$ cat config.mk
export PLATFORM = sky130hd
export DESIGN_NAME = rf_config_decoder
export DESIGN_NICKNAME = d
export VERILOG_FILES = /design/src/rtl/rf_cfg_pkg.sv /design/src/rtl/rf_cfg_timeout.sv /design/src/rtl/rf_config_decoder.sv
export SDC_FILE = /design/constraint.sdc
export NUM_CORES = 1
export LEC_CHECK = 0
export ABC_AREA = 1
export CAP_MARGIN = 30
export CORE_MARGIN = 10
export CORE_UTILIZATION = 52
export DETAILED_ROUTE_END_ITERATION = 12
export GPL_TIMING_DRIVEN = 1
export PLACE_DENSITY_LB_ADDON = 0.15
export SYNTH_ARGS = -nofsm -noshare
export SYNTH_HDL_FRONTEND = slang
export SYNTH_SLANG_ARGS = --single-unit
$ cat constraint.sdc
create_clock -name internal_clk -period 2.4 [get_ports internal_clk]
set_clock_uncertainty 0.15 [all_clocks]
set_input_delay 0.48 -clock internal_clk [delete_from_list [all_inputs] [get_ports internal_clk]]
set_output_delay 0.48 -clock internal_clk [all_outputs]
set_load 0.02 [all_outputs]
$ cat src/rtl/rf_cfg_pkg.sv
// Shared definitions for the RF module configuration decoder.
// Readback (C1/C3) support is selected with the RF_CFG_READBACK_EN macro.
package rf_cfg_pkg;

    typedef enum logic [1:0] {
        StIdle,
        StParam,
        StTriple,
        StResp
    } rf_state_e;

    localparam logic [7:0] HdrC0 = 8'hC0;
    localparam logic [7:0] HdrC1 = 8'hC1;
    localparam logic [7:0] HdrC2 = 8'hC2;
    localparam logic [7:0] HdrC3 = 8'hC3;
    localparam logic [7:0] HdrC4 = 8'hC4;

    localparam int unsigned CfgBytes = 5;

    // Bit offsets of each field inside the 40-bit configuration word.
    localparam int unsigned OptionLsb = 0;
    localparam int unsigned ChanLsb   = 8;
    localparam int unsigned SpedLsb   = 16;
    localparam int unsigned AddlLsb   = 24;
    localparam int unsigned AddhLsb   = 32;

    localparam logic [39:0] DefaultCfg = 40'h00_00_1A_17_44;

    function automatic logic is_param_hdr(input logic [7:0] b);
        return (b == HdrC0) || (b == HdrC2);
    endfunction

endpackage

$ cat src/rtl/rf_cfg_timeout.sv
// Inter-byte timeout: reloads on every accepted byte, strobes expire_o after
// TIMEOUT_CYCLES consecutive enabled cycles without a reload.
module rf_cfg_timeout #(
    parameter int unsigned TIMEOUT_CYCLES = 50000
) (
    input  logic clk_i,
    input  logic rst_i,
    input  logic load_i,
    input  logic enable_i,
    output logic expire_o
);

    localparam int unsigned CntW = $clog2(TIMEOUT_CYCLES + 1);
    localparam logic [CntW-1:0] LoadVal = CntW'(TIMEOUT_CYCLES);

    logic [CntW-1:0] cnt_q;

    assign expire_o = enable_i && !load_i && (cnt_q == CntW'(1));

    always_ff @(posedge clk_i) begin
        if (rst_i) begin
            cnt_q <= '0;
        end else if (load_i) begin
            cnt_q <= LoadVal;
        end else if (!enable_i) begin
            cnt_q <= '0;
        end else if (cnt_q != '0) begin
            cnt_q <= cnt_q - CntW'(1);
        end
    end

endmodule

$ cat src/rtl/rf_config_decoder.sv
// Sleep-mode command decoder for the RF module configuration (C0..C4 commands).
// Define RF_CFG_READBACK_EN to build the C1/C3 readback response path.
module rf_config_decoder
    import rf_cfg_pkg::*;
#(
    parameter int unsigned DATA_WIDTH     = 8,
    parameter int unsigned TIMEOUT_CYCLES = 50000,
    parameter logic [39:0] DEFAULT_CFG    = DefaultCfg,
    parameter logic [23:0] VERSION_WORD   = 24'h32_0D_14
) (
    input  logic                  internal_clk,
    input  logic                  rst,
    input  logic                  mode_sleep,
    input  logic [DATA_WIDTH-1:0] rx_data,
    input  logic                  rx_valid,
    input  logic                  tx_ready,
    output logic [DATA_WIDTH-1:0] tx_data,
    output logic                  tx_use,
    output logic [39:0]           cfg_word,
    output logic                  cfg_save,
    output logic                  cfg_update,
    output logic                  soft_reset,
    output logic                  busy
);

    rf_state_e   state_q;
    logic [2:0]  idx_q;
    logic [1:0]  match_q;
    logic [7:0]  hdr_q;
    logic        save_pend_q;
    logic [31:0] shadow_q;
    logic [39:0] cfg_word_q;
    logic        cfg_save_q;
    logic        cfg_update_q;
    logic        soft_reset_q;

    logic [7:0]  rx_byte;
    logic        rx_take;
    logic        in_cmd;
    logic        hdr_trip;
    logic        tmo_expire;

    assign rx_byte = rx_data[7:0];
    assign rx_take = rx_valid && mode_sleep && (state_q != StResp);
    assign in_cmd  = mode_sleep && ((state_q == StParam) || (state_q == StTriple));

`ifdef RF_CFG_READBACK_EN
    assign hdr_trip = (rx_byte == HdrC4) || (rx_byte == HdrC1) || (rx_byte == HdrC3);

    logic [47:0] resp_q;
    logic [2:0]  resp_left_q;
    logic        tx_fire;

    assign tx_fire = (state_q == StResp) && tx_ready && mode_sleep;
    assign tx_use  = tx_fire;
    assign tx_data = tx_fire ? DATA_WIDTH'(resp_q[47:40]) : '0;
`else
    assign hdr_trip = (rx_byte == HdrC4);
    assign tx_use   = 1'b0;
    assign tx_data  = '0;

    logic unused_readback;
    assign unused_readback = tx_ready ^ (^VERSION_WORD);
`endif

    assign cfg_word   = cfg_word_q;
    assign cfg_save   = cfg_save_q;
    assign cfg_update = cfg_update_q;
    assign soft_reset = soft_reset_q;
    assign busy       = (state_q != StIdle);

    rf_cfg_timeout #(
        .TIMEOUT_CYCLES(TIMEOUT_CYCLES)
    ) u_timeout (
        .clk_i   (internal_clk),
        .rst_i   (rst),
        .load_i  (rx_take),
        .enable_i(in_cmd),
        .expire_o(tmo_expire)
    );

    always_ff @(posedge internal_clk) begin
        if (rst) begin
            state_q      <= StIdle;
            idx_q        <= '0;
            match_q      <= '0;
            hdr_q        <= '0;
            save_pend_q  <= 1'b0;
            shadow_q     <= '0;
            cfg_word_q   <= DEFAULT_CFG;
            cfg_save_q   <= 1'b0;
            cfg_update_q <= 1'b0;
            soft_reset_q <= 1'b0;
`ifdef RF_CFG_READBACK_EN
            resp_q       <= '0;
            resp_left_q  <= '0;
`endif
        end else begin
            cfg_update_q <= 1'b0;
            soft_reset_q <= 1'b0;
            if (!mode_sleep) begin
                state_q <= StIdle;
                idx_q   <= '0;
                match_q <= '0;
            end else begin
                unique case (state_q)
                    StIdle: begin
                        if (rx_valid) begin
                            if (is_param_hdr(rx_byte)) begin
                                state_q     <= StParam;
                                idx_q       <= '0;
                                save_pend_q <= (rx_byte == HdrC0);
                            end else if (hdr_trip) begin
                                state_q <= StTriple;
                                hdr_q   <= rx_byte;
                                match_q <= 2'd1;
                            end
                        end
                    end
                    StParam: begin
                        // The live word is written only once all five bytes are in.
                        if (rx_valid) begin
                            if (idx_q == 3'(CfgBytes - 1)) begin
                                cfg_word_q   <= {shadow_q, rx_byte};
                                cfg_save_q   <= save_pend_q;
                                cfg_update_q <= 1'b1;
                                state_q      <= StIdle;
                                idx_q        <= '0;
                            end else begin
                                shadow_q <= {shadow_q[23:0], rx_byte};
                                idx_q    <= idx_q + 3'd1;
                            end
                        end else if (tmo_expire) begin
                            state_q <= StIdle;
                            idx_q   <= '0;
                        end
                    end
                    StTriple: begin
                        if (rx_valid) begin
                            if (rx_byte != hdr_q) begin
                                state_q <= StIdle;
                                match_q <= '0;
                            end else if (match_q == 2'd2) begin
                                match_q <= '0;
                                state_q <= StIdle;
                                if (hdr_q == HdrC4) begin
                                    soft_reset_q <= 1'b1;
`ifdef RF_CFG_READBACK_EN
                                end else if (hdr_q == HdrC1) begin
                                    state_q     <= StResp;
                                    resp_q      <= {HdrC0, cfg_word_q};
                                    resp_left_q <= 3'd6;
                                end else begin
                                    state_q     <= StResp;
                                    resp_q      <= {HdrC3, VERSION_WORD, 16'h0000};
                                    resp_left_q <= 3'd4;
`endif
                                end
                            end else begin
                                match_q <= match_q + 2'd1;
                            end
                        end else if (tmo_expire) begin
                            state_q <= StIdle;
                            match_q <= '0;
                        end
                    end
                    StResp: begin
`ifdef RF_CFG_READBACK_EN
                        if (tx_ready) begin
                            resp_q      <= {resp_q[39:0], 8'h00};
                            resp_left_q <= resp_left_q - 3'd1;
                            if (resp_left_q == 3'd1) begin
                                state_q <= StIdle;
                            end
                        end
`else
                        state_q <= StIdle;
`endif
                    end
                    default: state_q <= StIdle;
                endcase
            end
        end
    end

endmodule

==> run metrics <==
Max Cap Viol 0; Final period util 0.9159; FF-to-FF setup slack 460 ps; Final WS setup 201.9 ps; layout cell share with drive strength beyond 1 0.05917; critical path, cell by cell inv_1 > ha_1 > inv_1 > dlygate4sd2_1; maximum VDD drop 0.3694 mV; Hold Path Stages 2; Final HPWL DP 7282 um; most frequent CP cell inv_1; H-tree depth 3; Slew Limit Fails 0; Die Height 113.6 um; hold_buf cts 0; Clock Tree Root clkbuf_8; RSZ-0062 raised after global routing no; xor and xnor fraction of the mapped netlist area 0.01923; Die W 113.6 um; complex-gate fraction of the synthesized area 0.1234; routed vias/inst 5.038; area growth from synthesis to layout 17.23%; synth top area cells dfxtp_1 47%, nor2_1 13%, nand2_1 7.8%, o21ai_0 7.0%, inv_1 4.0%; fmax 454.9 MHz; sequential share of the synthesized area 0.4703; final setup fails 0; Synth warnings 0; largest family of logic cells by synthesized area simple AND/OR/NAND/NOR gates; grt ovf 0; min cycle time layout 2198 ps; later-pin clock latency in the skew report 380 ps; global-route usage over all layers 0.1536; Worst Path Arrival 1570 ps; Final Hold Vio Count 0; Yosys reg bits 107; die area 12900 um2; number of DRC markers in iteration 0 227; Most used DFF post-synth dfxtp_1; drt first pass iters 4; IO Pins 66; leak pwr 2.471 nW; fraction of the mapped netlist area in adder cells 0.02198; Place WS 9.964 ps; critical path class flop to output pin; DRC viols 0; post-synthesis simple-gate area fraction 0.2791; vias in the first global route 3618; Top Family by Delay on Critical Path buffers and inverters; capturing point of the worst reg2reg path shadow_q[29]; Total Wirelength 9956 um; Critical Path RT 1770 ps; Setup Buffers After CTS 0; Clock transition at path regs 100 ps; TritonCTS Buffers 9; Nets 692; Post-synth ARST share 0; CP Capture Type output pin; Post-Route Setup TNS 0 ps; final instance area 5339 um2; post-synth cell types 32; slew margin rel. 0.5213; Worst Hold Launch save_pend_q; largest net degree at the start of global routing 62; diode count 0; Yosys top cell by area dfxtp_1; Hold/Removal Path Class flop to flop; CTS tree built; mean post-synth cell area 7.322 um2; Worst setup SP type flop; most common cell in the netlist nor2_1; Row Count 34; Port Buffers 55; launching point of the worst reg2reg path state_q[1]; Filler Cell Count 815; antenna-violating nets left 0; Slowest-stage cell, CP dfxtp_1; dpl cell area 5155 um2; share of the synthesized area in the top cell type 0.4703; Clock Sink Count 107; initial antenna violation count 0; Multi-input gate area 2054 um2; worst path bufs/invs 3; worst slew pin tran 717.3 ps; register cell area after layout 2142 um2; Routed wire per std cell 12.70 um; global-route wire length before repair 16690 um; synth cell count leaders 155 x nor2_1, 107 x dfxtp_1, 95 x nand2_1, 64 x o21ai_0, 49 x inv_1; crit path max fanout 8; via count 3950; Min-Delay Endpoint save_pend_q; Post-synth EDFFs 0; Core Util, Final 0.6182; mux share of post-synthesis cell area 0; RePlAce Congestion 0.8415; Core ar. 8636 um2; outcome completed; reg2reg path depth 9; Post-Syn Area 4554 um2; crit-path max cell delay 400 ps; CTS Buffer Depth 2; Syn Inst Count 622; Initial Utilization 0.5274; power density cells 563.8 nW/um2
## worst register-to-register path: stages, from the launching register on
cell and delay (ps):
dfxtp_1 380, inv_1 80, ha_1 220, inv_1 110, nor2_2 60, inv_2 90
nor2_4 50, inv_1 530, nor2_1 80, nor2_1 130
## how the worst max path moves through the flow
stage	slack (ps)	depth (start not counted)	startpoint	endpoint
2_1_floorplan	760	11	state_q[0]	idx_q[1]
3_5_place_dp	10	8	rx_valid	shadow_q[31]
5_1_grt	90	4	state_q[0]	busy
3_3_place_gp	50	8	rx_valid	shadow_q[10]
6_report	200	4	state_q[0]	busy
4_1_cts	170	4	state_q[0]	busy
## cell usage in the layout, fill, tap and decap left out, types with 5 or more instances in the layout
cell type and n:
clkdlybuf4s50_1 54, xnor2_1 7, a21oi_1 32, dfxtp_1 107, o21ai_1 5, o21ai_0 64
conb_1 9, buf_4 5, nand2_1 95, nand3_1 29, nor2_1 155, nand4_1 5
clkbuf_8 9, inv_1 48, ha_1 8
## metrics by stage
stage	total power, mW	instances	hold WS [ps]
2_1_floorplan	1.959	630	279.7
3_5_place_dp	2.004	768	299.9
4_1_cts	3.040	784	319.5
3_3_place_gp	2.002	768	296.7
6_report	3.010	784	316.6
5_1_grt	3.116	784	350.9
## repair_timing
item / in CTS / in global routing
endpoints found under the setup margin: 1 / 0
resized for setup: 1 / 0
hold endpoints to repair: 0 / 0
## per-layer routing
metal	part of all wire	wire, um	track usage
met1	0.42	4216	0.1725
met2	0.52	5160	0.2738
met3	0.041	407	0.04514
met4	0.017	170	0.04484
met5	0	0	0
## sequential cells by signal (all words and copies together) (netlist names), 2 cells and up
register,flops
cfg_word,40
shadow_q,32
u_timeout.cnt_q,16
hdr_q,8
idx_q,3
match_q,2
state_q,2
## final cells by class
| type | instances | share of cell area |
|---|---|---|
| well taps | 108 | 0.02531 |
| repair buffers | 62 | 0.1174 |
| clock buffers | 10 | 0.02390 |
| multi-input cells | 439 | 0.3848 |
| inverters | 52 | 0.03656 |
| clock inverters | 6 | 0.01078 |
| flip-flops and latches | 107 | 0.4012 |
## power breakdown
group,switching (mW),total [mW],internal (mW)
Combinational,0.115,0.178,0.0631
Clock,0.645,1.05,0.401
Sequential,0.00511,1.78,1.78
## cell families (layout without fill, tap and decap cells)
| logic type | count (synthesis) | count (layout) |
|---|---|---|
| simple gates | 304 | 304 |
| compound gates | 108 | 108 |
| flops | 107 | 107 |
| buf+inv | 84 | 130 |
| xor+xnor | 10 | 10 |
| fa+ha+maj | 8 | 8 |
| other cells | 1 | 9 |
Power figures use the tool's default switching activity.
